## src/rtl/operate_uart_tx.sv

```systemverilog
// operate_uart_tx: sends the normalised operate byte as an 8N1 frame on every change, latest-wins pending, optional heartbeat.
// Define OPERATE_TX_PARITY_EN to insert an even-parity bit between the data bits and the stop bit.
module operate_uart_tx #(
  parameter int         CLKS_PER_BIT  = 16,
  parameter int         REPEAT_CYCLES = 0,
  parameter logic [7:0] IDLE_CODE     = 8'b0000_0010
) (
  input  logic       uart_clk,
  input  logic       rst_n,
  input  logic [7:0] data_in,
  output logic       tx,
  output logic       busy,
  output logic       frame_done
);
  localparam int              CW      = $clog2(CLKS_PER_BIT);
  localparam logic [CW-1:0]   LAST    = CW'(CLKS_PER_BIT - 1);
  localparam logic [23:0]     HB_LAST = 24'(REPEAT_CYCLES - 1);
`ifdef OPERATE_TX_PARITY_EN
  typedef enum logic [2:0] {IDLE, START, DATA, PARITY, STOP} state_t;
  localparam state_t AFTER_DATA = PARITY;
`else
  typedef enum logic [1:0] {IDLE, START, DATA, STOP} state_t;
  localparam state_t AFTER_DATA = STOP;
`endif
  state_t state, state_n;
  logic [CW-1:0] cnt, cnt_n;
  logic [2:0] idx, idx_n;
  logic [7:0] sh, sh_n, norm, last_sent, pend_val, load_val;
  logic [23:0] idle_cnt;
  logic pend_vld, bit_end, change, hb_fire, take, load, tx_n, unused_msb;
  assign norm       = {1'b0, data_in[6:0]};
  assign unused_msb = data_in[7];
  assign bit_end    = cnt == LAST;
  assign change     = norm != last_sent && (!pend_vld || norm != pend_val);
  // Heartbeat launches straight from IDLE so the re-send lines up with the idle count.
  assign hb_fire    = REPEAT_CYCLES != 0 && state == IDLE && !pend_vld && !change && idle_cnt == HB_LAST;
  assign take       = pend_vld && (state == IDLE || (state == STOP && bit_end));
  assign load       = take || hb_fire;
  assign load_val   = hb_fire ? last_sent : pend_val;
`ifdef OPERATE_TX_PARITY_EN
  logic par;
  always_ff @(posedge uart_clk or negedge rst_n)
    if (!rst_n) par <= 1'b0;
    else if (load) par <= ^load_val;
  assign tx_n = state_n == START ? 1'b0 : state_n == DATA ? sh_n[0] : state_n == PARITY ? par : 1'b1;
`else
  assign tx_n = state_n == START ? 1'b0 : state_n == DATA ? sh_n[0] : 1'b1;
`endif
  always_comb begin
    state_n = state;
    cnt_n   = bit_end ? '0 : cnt + CW'(1);
    idx_n   = idx;
    sh_n    = load ? load_val : sh;
    case (state)
      IDLE: begin
        cnt_n   = '0;
        state_n = load ? START : IDLE;
      end
      START: state_n = bit_end ? DATA : START;
      DATA: if (bit_end) begin
        sh_n    = sh >> 1;
        idx_n   = idx + 3'd1;
        state_n = idx == 3'd7 ? AFTER_DATA : DATA;
      end
`ifdef OPERATE_TX_PARITY_EN
      PARITY: state_n = bit_end ? STOP : PARITY;
`endif
      STOP: state_n = !bit_end ? STOP : load ? START : IDLE;
      default: state_n = IDLE;
    endcase
  end
  always_ff @(posedge uart_clk or negedge rst_n)
    if (!rst_n) begin
      state      <= IDLE;
      cnt        <= '0;
      idx        <= '0;
      sh         <= '0;
      tx         <= 1'b1;
      busy       <= 1'b0;
      frame_done <= 1'b0;
      last_sent  <= IDLE_CODE;
      pend_val   <= '0;
      pend_vld   <= 1'b0;
      idle_cnt   <= '0;
    end else begin
      state      <= state_n;
      cnt        <= cnt_n;
      idx        <= idx_n;
      sh         <= sh_n;
      tx         <= tx_n;
      busy       <= state_n != IDLE;
      frame_done <= state_n == STOP && cnt_n == LAST;
      if (change) begin
        pend_val  <= norm;
        pend_vld  <= 1'b1;
        last_sent <= norm;
      end else if (take) pend_vld <= 1'b0;
      idle_cnt <= load ? '0 : (state == IDLE && !pend_vld) ? idle_cnt + 24'd1 : idle_cnt;
    end
endmodule
```

## config.mk

```make
export PLATFORM = sky130hd
export DESIGN_NAME = operate_uart_tx
export DESIGN_NICKNAME = d
export VERILOG_FILES = /design/src/rtl/operate_uart_tx.sv
export SDC_FILE = /design/constraint.sdc
export NUM_CORES = 1
export LEC_CHECK = 0
export ABC_CLOCK_PERIOD_IN_PS = 2000
export CORE_MARGIN = 2
export CORE_UTILIZATION = 55
export DETAILED_ROUTE_END_ITERATION = 8
export PLACE_DENSITY = 0.74
export SETUP_SLACK_MARGIN = 0.3
export SLEW_MARGIN = 20
export SYNTH_ARGS = -nofsm -noshare
export SYNTH_HDL_FRONTEND = slang
export SYNTH_SLANG_ARGS = --single-unit
```

## constraint.sdc

```tcl
create_clock -name uart_clk -period 2 [get_ports uart_clk]
set_clock_uncertainty 0.1 [all_clocks]
set_input_delay 0.5 -clock uart_clk [delete_from_list [all_inputs] [get_ports uart_clk]]
set_output_delay 0.5 -clock uart_clk [all_outputs]
set_load 0.01 [all_outputs]
```

After elaboration in Yosys (flattened, before gate mapping)
Index checks and enable logic that the tools add are counted.
{"block": "totals", "reg_bits": 35, "in_bits": 10, "output_inout_bits": 3, "word_cells": 49}
{"block": "classes", "add_sub_neg": 2, "n_eq_ne": 11, "mux": 15, "reduce_logical": 11}
{"cell": "$mux W8", "n": 3}
{"cell": "$ne A7 B7 Y1", "n": 2}
{"cell": "$eq A2 B2 Y1 const B", "n": 4}
{"cell": "$eq A4 B4 Y1 const B", "n": 2}
{"cell": "$mux W4", "n": 2}
{"cell": "$pmux W2 S4", "n": 1}
{"cell": "$mux W1", "n": 6}
{"cell": "$mux W2", "n": 3}
{"cell": "$add A4 B1 Y4 const B", "n": 1}
{"cell": "$eq A2 B1 Y1 const B", "n": 2}
{"cell": "$logic_and A1 B1 Y1", "n": 4}
{"cell": "$reduce_bool A2 Y1", "n": 2}
{"cell": "$add A3 B1 Y3 const B", "n": 1}
{"cell": "$eq A3 B3 Y1 const B", "n": 1}
{"cell": "$logic_not A2 Y1", "n": 1}
{"cell": "$logic_or A1 B1 Y1", "n": 2}
{"cell": "$reduce_and A2 Y1", "n": 1}
{"cell": "$logic_not A1 Y1", "n": 1}

Logic depth before layout (Yosys ltp)
Gate-level depths: netlist of run 1.
{"block": "depth", "ltp_word": 10, "mapped_depth": 6, "depth_no_buf": 5}

Worst setup path after synthesis of run 1
OpenSTA, ideal clock, no wires.
{"block": "synth_path", "path_kind": "flip-flop to flip-flop", "from": "reg cnt[0]", "to": "reg frame_done", "setup_time_ns": 0.120, "arrival_time_ns": 1.518, "required_ns": 1.780, "path_slack_ns": 0.262, "path_stages_with_launch": 6, "path_buffers": 0, "period_less_slack_ns": 1.738, "path_cell_list": "dfrtp_1 ha_1 and3_4 a311o_1 and2_1 and3_1"}
{"block": "synth_via", "elab_chain_cells": 9, "elab_cells_between_ends": 15, "classes_between": "add/sub: 1; eq/ne: 3; mux: 7; reduce/logical: 4"}
{"element": "from (decl)", "line": "26", "source": "logic [CW-1:0] cnt, cnt_n;"}
{"element": "from (signal assigned)", "line": "87", "source": "cnt <= cnt_n;"}
{"element": "$eq A4 B4 Y1 (*)", "line": "33", "source": "assign bit_end = cnt == LAST;"}
{"element": "$logic_and A1 B1 Y1", "line": "37", "source": "assign take = pend_vld && (state == IDLE || (state == STOP && bit_end));"}
{"element": "$logic_or A1 B1 Y1", "line": "37"}
{"element": "$logic_and A1 B1 Y1", "line": "37"}
{"element": "$mux W1", "line": "57, 68"}
{"element": "$mux W2", "line": "68", "source": "STOP: state_n = !bit_end ? STOP : load ? START : IDLE;"}
{"element": "$pmux W2 S4 (*)", "line": "54", "source": "case (state)"}
{"element": "via state_n[0]", "line": "25", "source": "state_t state, state_n;"}
{"element": "$eq A2 B2 Y1 (*)", "line": "92", "source": "frame_done <= state_n == STOP && cnt_n == LAST;"}
{"element": "$logic_and A1 B1 Y1 (*)", "line": "92"}
{"element": "to (signal assigned)", "line": "80", "source": "frame_done <= 1'b0;"}
{"element": "to (signal assigned)", "line": "92"}
{"element": "to (decl)", "line": "13", "source": "output logic frame_done"}
The timed path passes the listed nets; every way through them passes the cells marked *.
A chain may end at the register's enable or synchronous reset.

Worst setup path after layout of run 1
{"block": "layout_path", "from": "in data_in[1]", "to": "reg pend_val[1] (netlist: load_val[1])"}
{"block": "layout_via", "elab_chain_cells": 3, "elab_cells_between_ends": 4, "classes_between": "eq/ne: 2; reduce/logical: 2"}
{"element": "from (decl)", "line": "10", "source": "input logic [7:0] data_in,"}
{"element": "$ne A7 B7 Y1", "line": "34", "source": "assign change = norm != last_sent && (!pend_vld || norm != pend_val);"}
{"element": "$logic_or A1 B1 Y1", "line": "34"}
{"element": "$logic_and A1 B1 Y1", "line": "34"}
{"element": "to (signal assigned)", "line": "94", "source": "pend_val <= norm;"}
{"element": "to (decl)", "line": "28", "source": "logic [7:0] sh, sh_n, norm, last_sent, pend_val, load_val;"}
Several ways; a longest one is shown, not always the timed one.

==> metrics.cfg, run 1 <==
[flow_run]
cap_violations=0

[sta]
fin_crit_sh_pct=86.0
fmax_ghz=0.581
worstMarginPinSlew_ns=0.371
rsz0062_at_grt=true
finalSetupViolCount=0
slew_viol_final=0
final_hold_viol_count=0
slew_headroom_pct=75.2
fin_crit_ns=1.72

[finish]
syn2layout_area_growth_pct=21.5
n_antenna_cell=0
final_cell_mix=dfrtp_1, buf_4, o22ai_1
mostFrequentLayoutCell=dfrtp_1
nets=164
drive_gt1_share_pct=28.3
post-route-util_pct=70.0
postLayoutCellArea_um2=1720

[synth]
postSynthCellCount=131
synth_top_family_by_area=compound AO/OA/AOI/OAI gates
syn_area_um2=1410
synth_compound_area_share_pct=16.0
synth-seq-cells=29
synth-edff-count=0
yosys.area_share.xor_xnor_pct=6.81
synthFlopType=dfrtp_1
yosysSeqAreaShare_pct=51.5
synth_simple_gate_area_share_pct=14.8
synthAdderAreaFrac_pct=2.65
muxShareOfSynthArea_pct=2.39
ys.warnings.count=0
synth.distinct_cells=39
avgSynthCellArea_um2=10.8
async_flop_share_pct=100
syn_nets=144

[critical_path]
max_stage_delay_ns=0.51
slowest_stage=clkdlybuf4s50_1
crit_path_end_kind=flop
required_ns=2.12
r2r_setup_slack_ns=0.30
path_buf_inv=1
rr_endpoint=load_val[1]
worst-setup-path-type=primary input to flop
cp.depth=5
crit_family=buffers and inverters
cp_cell_sequence=clkdlybuf4s50_1 > xnor2_1 > a21oi_1 > nor4_4 > mux2_4
r2r-start=load_val[3]
start_kind=primary input
reg2regPathDepth=4
arrival_ns=1.84
worstPathMaxFanout=3

[clock_tree]
ctsRootBufferMaster=clkbuf_4
cts_buffers=5
cts_hold_buf=0
tritoncts=yes
htree_levels=2
clk-insertion-delay-late_ns=0.33
clk_path_buf_depth=2
clock-sinks=29
clkSlewWorstSetupHoldPaths_ns=0.09

[pwr]
intPower_w=0.000848
power_leakage_nw=0.781
power.share.clock_pct=37.0
netSwitchingPower_w=0.000255
combPwrFrac_pct=7.3
power.density_nw_per_um2=642
switching_share_pct=23.1
max-vdd-ir-drop_uv=548
p_seq_share_pct=55.8

[global_route]
grt_overflow=0
track_usage_pct=22.5
antenna_found_initial=0
grt_pass1_vias=1002
grt_pass1_wl_um=4580
grt_start_max_net_pins=30

[floorplan]
die_h_um=54.7
core_um2=2450
initial_core_util_pct=57.6
io_pins=13
core.rowCount=18
dieArea_um2=2990
fp.dieW_um=54.7

[min_path]
worstHoldPathType=primary input to flop
min-delay-start=data_in[2]
hold_depth=1
min_to=load_val[2]

[detailed_routing]
vias_per_cell=6.04
drc_errors=0
via_count=1100
wirelength_um=2840
dr.pass1.iters=4
routedWlPerCell_um=15.6
ant_nets=0
drt_iter0_markers=31

[placed_design]
port_buffers=11
place_area_um2=1530
dpl.hpwl_um=1770
place.gp.congestion=0.775

[outcome]
status=completed

through the flow:
stage / hold WS, ns / setup TNS (ns) / power (W) / cells / setup WS [ns]
after floorplan: 0.104 / 0 / 0.000661 / 131 / 0.310
after global placement: 0.364 / -0.226 / 0.000695 / 164 / -0.133
after detailed placement: 0.377 / -0.290 / 0.000699 / 164 / -0.156
after CTS: 0.336 / 0 / 0.00110 / 177 / 0.298
after global routing: 0.319 / 0 / 0.00115 / 182 / 0.235
final: 0.319 / 0 / 0.00110 / 182 / 0.279
worst reg2reg max path: stages, from the launching register on:
cell,delay (ns)
dfrtp_1,0.42
xnor2_1,0.16
nand4_1,0.17
nor4_4,0.41
mux2_4,0.33
power by group through the flow:
stage | Sequential (W) | Combinational [W] | Clock (W)
finish | 0.000615 | 0.0000803 | 0.000408
detailed placement | 0.000627 | 0.0000720 | 0
global placement | 0.000626 | 0.0000693 | 0
floorplan | 0.000624 | 0.0000370 | 0
CTS | 0.000614 | 0.0000745 | 0.000409
global route | 0.000617 | 0.0000882 | 0.000443
synthesized netlist by cell type, types with 5 or more instances:
cell / number / area, µm²
a211oi_1: 5 / 37.5
a21oi_1: 5 / 25.0
clkbuf_1: 6 / 22.5
dfrtp_1: 27 / 676
inv_1: 7 / 26.3
nand2_1: 7 / 26.3
nor2_1: 9 / 33.8
o22ai_1: 12 / 75.1
xnor2_1: 8 / 70.1
final cells by class:
cell class              instances  area [µm²]
clock buffers                   7        65.1
repair buffers                 24         199
clock inverters                 1        5.00
well taps                      30        37.5
flip-flops and latches         29         731
multi-input cells              84         654
fillers                       181         737
inverters                       7        26.3
repair_timing:
| item | CTS | global route |
|---|---|---|
| resized for setup | 9 | 14 |
| buffers inserted | 5 | 5 |
| endpoints found under the setup margin | 11 | 13 |
| pin swaps | 3 | 7 |
layer usage:
| layer | vias up | routed length (µm) | track usage, % |
|---|---|---|---|
| li1 | 514 | - | - |
| met4 | 0 | 40 | 8.75 |
| met5 | - | 0 | 0 |
| met3 | 5 | 211 | 8.74 |
| met1 | 537 | 1260 | 30.0 |
| met2 | 44 | 1330 | 32.7 |
logic make-up (layout without fill, tap and decap cells):
group / Yosys count / after routing
simple gates: 36 / 36
compound gates: 31 / 31
flops: 29 / 29
buf+inv: 18 / 39
xor+xnor: 11 / 11
fa+ha+maj: 3 / 3
mux: 3 / 3
worst max-delay path by stage:
stage	startpoint	to	slack, ns
after floorplan	cnt[0]	frame_done	0.31
after global placement	data_in[1]	load_val[1]	-0.13
after detailed placement	data_in[1]	load_val[1]	-0.16
after CTS	tx	tx	0.30
after global routing	load_val[6]	load_val[1]	0.23
final	data_in[1]	load_val[1]	0.28
state kept, by name, indices dropped and copies added, names as in the netlist, 2 cells and up:
name,flops
sh,8
idx,3
load_val,7
cnt,4
state,2
(Power assumes the default switching activity.)
==> inputs of run 2 (changes only) <==
--- a/config.mk
+++ b/config.mk
@@ -9,7 +9,7 @@
 export CORE_MARGIN = 2
 export CORE_UTILIZATION = 55
 export DETAILED_ROUTE_END_ITERATION = 8
-export PLACE_DENSITY = 0.74
+export PLACE_DENSITY = 0.81
 export SETUP_SLACK_MARGIN = 0.3
 export SLEW_MARGIN = 20
 export SYNTH_ARGS = -nofsm -noshare
==> metrics.cfg, run 2 (synthesized netlist as in run 1, its figures left out) <==
[placed_design]
dpl.hpwl_um=1800
port_buffers=11
place_area_um2=1520
place.gp.congestion=0.752

[pwr]
p_seq_share_pct=59.6
max-vdd-ir-drop_uv=620
power_leakage_nw=0.798
combPwrFrac_pct=7.7
total_power_w=0.00103
netSwitchingPower_w=0.000248
switching_share_pct=24.0
power.share.clock_pct=32.7
intPower_w=0.000785
power.density_nw_per_um2=598

[sta]
slew_headroom_pct=75.2
worstMarginPinSlew_ns=0.372
hold_ws_ns=0.330
rsz0062_at_grt=true
final_hold_viol_count=0
fin_crit_ns=1.71
slew_viol_final=0
fmax_ghz=0.585
finalSetupViolCount=0
fin_crit_sh_pct=85.4

[floorplan]
core_um2=2450
core.rowCount=18
io_pins=13
dieArea_um2=2990
fp.dieW_um=54.7
die_h_um=54.7
initial_core_util_pct=57.6

[clock_tree]
clkSlewWorstSetupHoldPaths_ns=0.09
clock-sinks=29
clk_path_buf_depth=2
ctsRootBufferMaster=clkbuf_4
cts_buffers=5
htree_levels=2
cts_hold_buf=0
tritoncts=yes
clk-insertion-delay-late_ns=0.33

[finish]
drive_gt1_share_pct=27.4
postLayoutCellArea_um2=1730
nets=169
regMostFlops=sh
largest_reg_flops=8
final_cell_mix=dfrtp_1, buf_4, o22ai_1
post-route-util_pct=70.4
syn2layout_area_growth_pct=22.2
mostFrequentLayoutCell=dfrtp_1
n_antenna_cell=0

[detailed_routing]
wirelength_um=2840
via_count=1091
drt_iter0_markers=24
ant_nets=0
routedWlPerCell_um=15.2
vias_per_cell=5.83
dr.pass1.iters=4
drc_errors=0

[global_route]
track_usage_pct=23.4
grt_pass1_vias=1019
grt_pass1_wl_um=4550
antenna_found_initial=0
grt_start_max_net_pins=30
grt_overflow=0

[critical_path]
start_kind=flop
arrival_ns=1.84
crit_path_end_kind=flop
required_ns=2.13
worst-setup-path-type=flop to flop
worstPathMaxFanout=7

[outcome]
status=completed

[min_path]
worstHoldPathType=primary input to flop

[flow_run]
cap_violations=0

## run 2: area by class of cell
type                            instances  area, µm²
Multi-Input combinational cell         84        651
Timing Repair Buffer                   29        234
Fill cell                             180        727
Sequential cell                        29        731
Tap cell                               30       37.5
Inverter                                7       26.3
Clock buffer                            8       48.8
## run 2: timing repair
item	CTS	global route
resized for setup	13	7
gates cloned	0	0
hold endpoints to repair	0	0
setup buffers	5	11
pin swaps	4	4
setup endpoints to repair	18	10
## run 2: critical path: stages, from the launching register on
cell and delay (ns):
dfrtp_1 0.42, ha_4 0.19, and3_4 0.20, a311o_1 0.39
and2_4 0.16, and3_1 0.15
## run 2: path summary, 6_finish.rpt
kind | slack (ns) | endpoint | start | cells past startpoint
max reg2reg | 0.29 | frame_done | cnt[0] | 5
min in group asynchronous | 0.44 | idx[0] | rst_n | 2
max | 0.29 | frame_done | cnt[0] | 5
max in group asynchronous | 1.04 | tx | rst_n | 2
min | 0.33 | load_val[2] | data_in[2] | 1
min reg2reg | 0.40 | idx[1] | idx[1] | 2
## run 2: power groups by stage
stage               Sequential, W  Combinational (W)  Clock (W)
CTS                      0.000616          0.0000720   0.000352
finish                   0.000615          0.0000797   0.000338
detailed placement       0.000627          0.0000725          0
global route             0.000618          0.0000885   0.000374
floorplan                0.000624          0.0000370          0
global placement         0.000626          0.0000695          0
## run 2: per-layer routing
metal | vias up | wire [µm] | track usage, %
li1 | 521 | - | -
met1 | 531 | 1220 | 28.7
met2 | 31 | 1380 | 34.3
met3 | 8 | 174 | 6.28
met4 | 0 | 68 | 18.8
met5 | - | 0 | 0
## run 2: through the flow
step	TNS (ns)	setup slack, ns	cells
global route	0	0.210	187
CTS	0	0.279	176
floorplan	0	0.310	131
detailed placement	-0.364	-0.180	163
global placement	-0.230	-0.135	163
finish	0	0.291	187
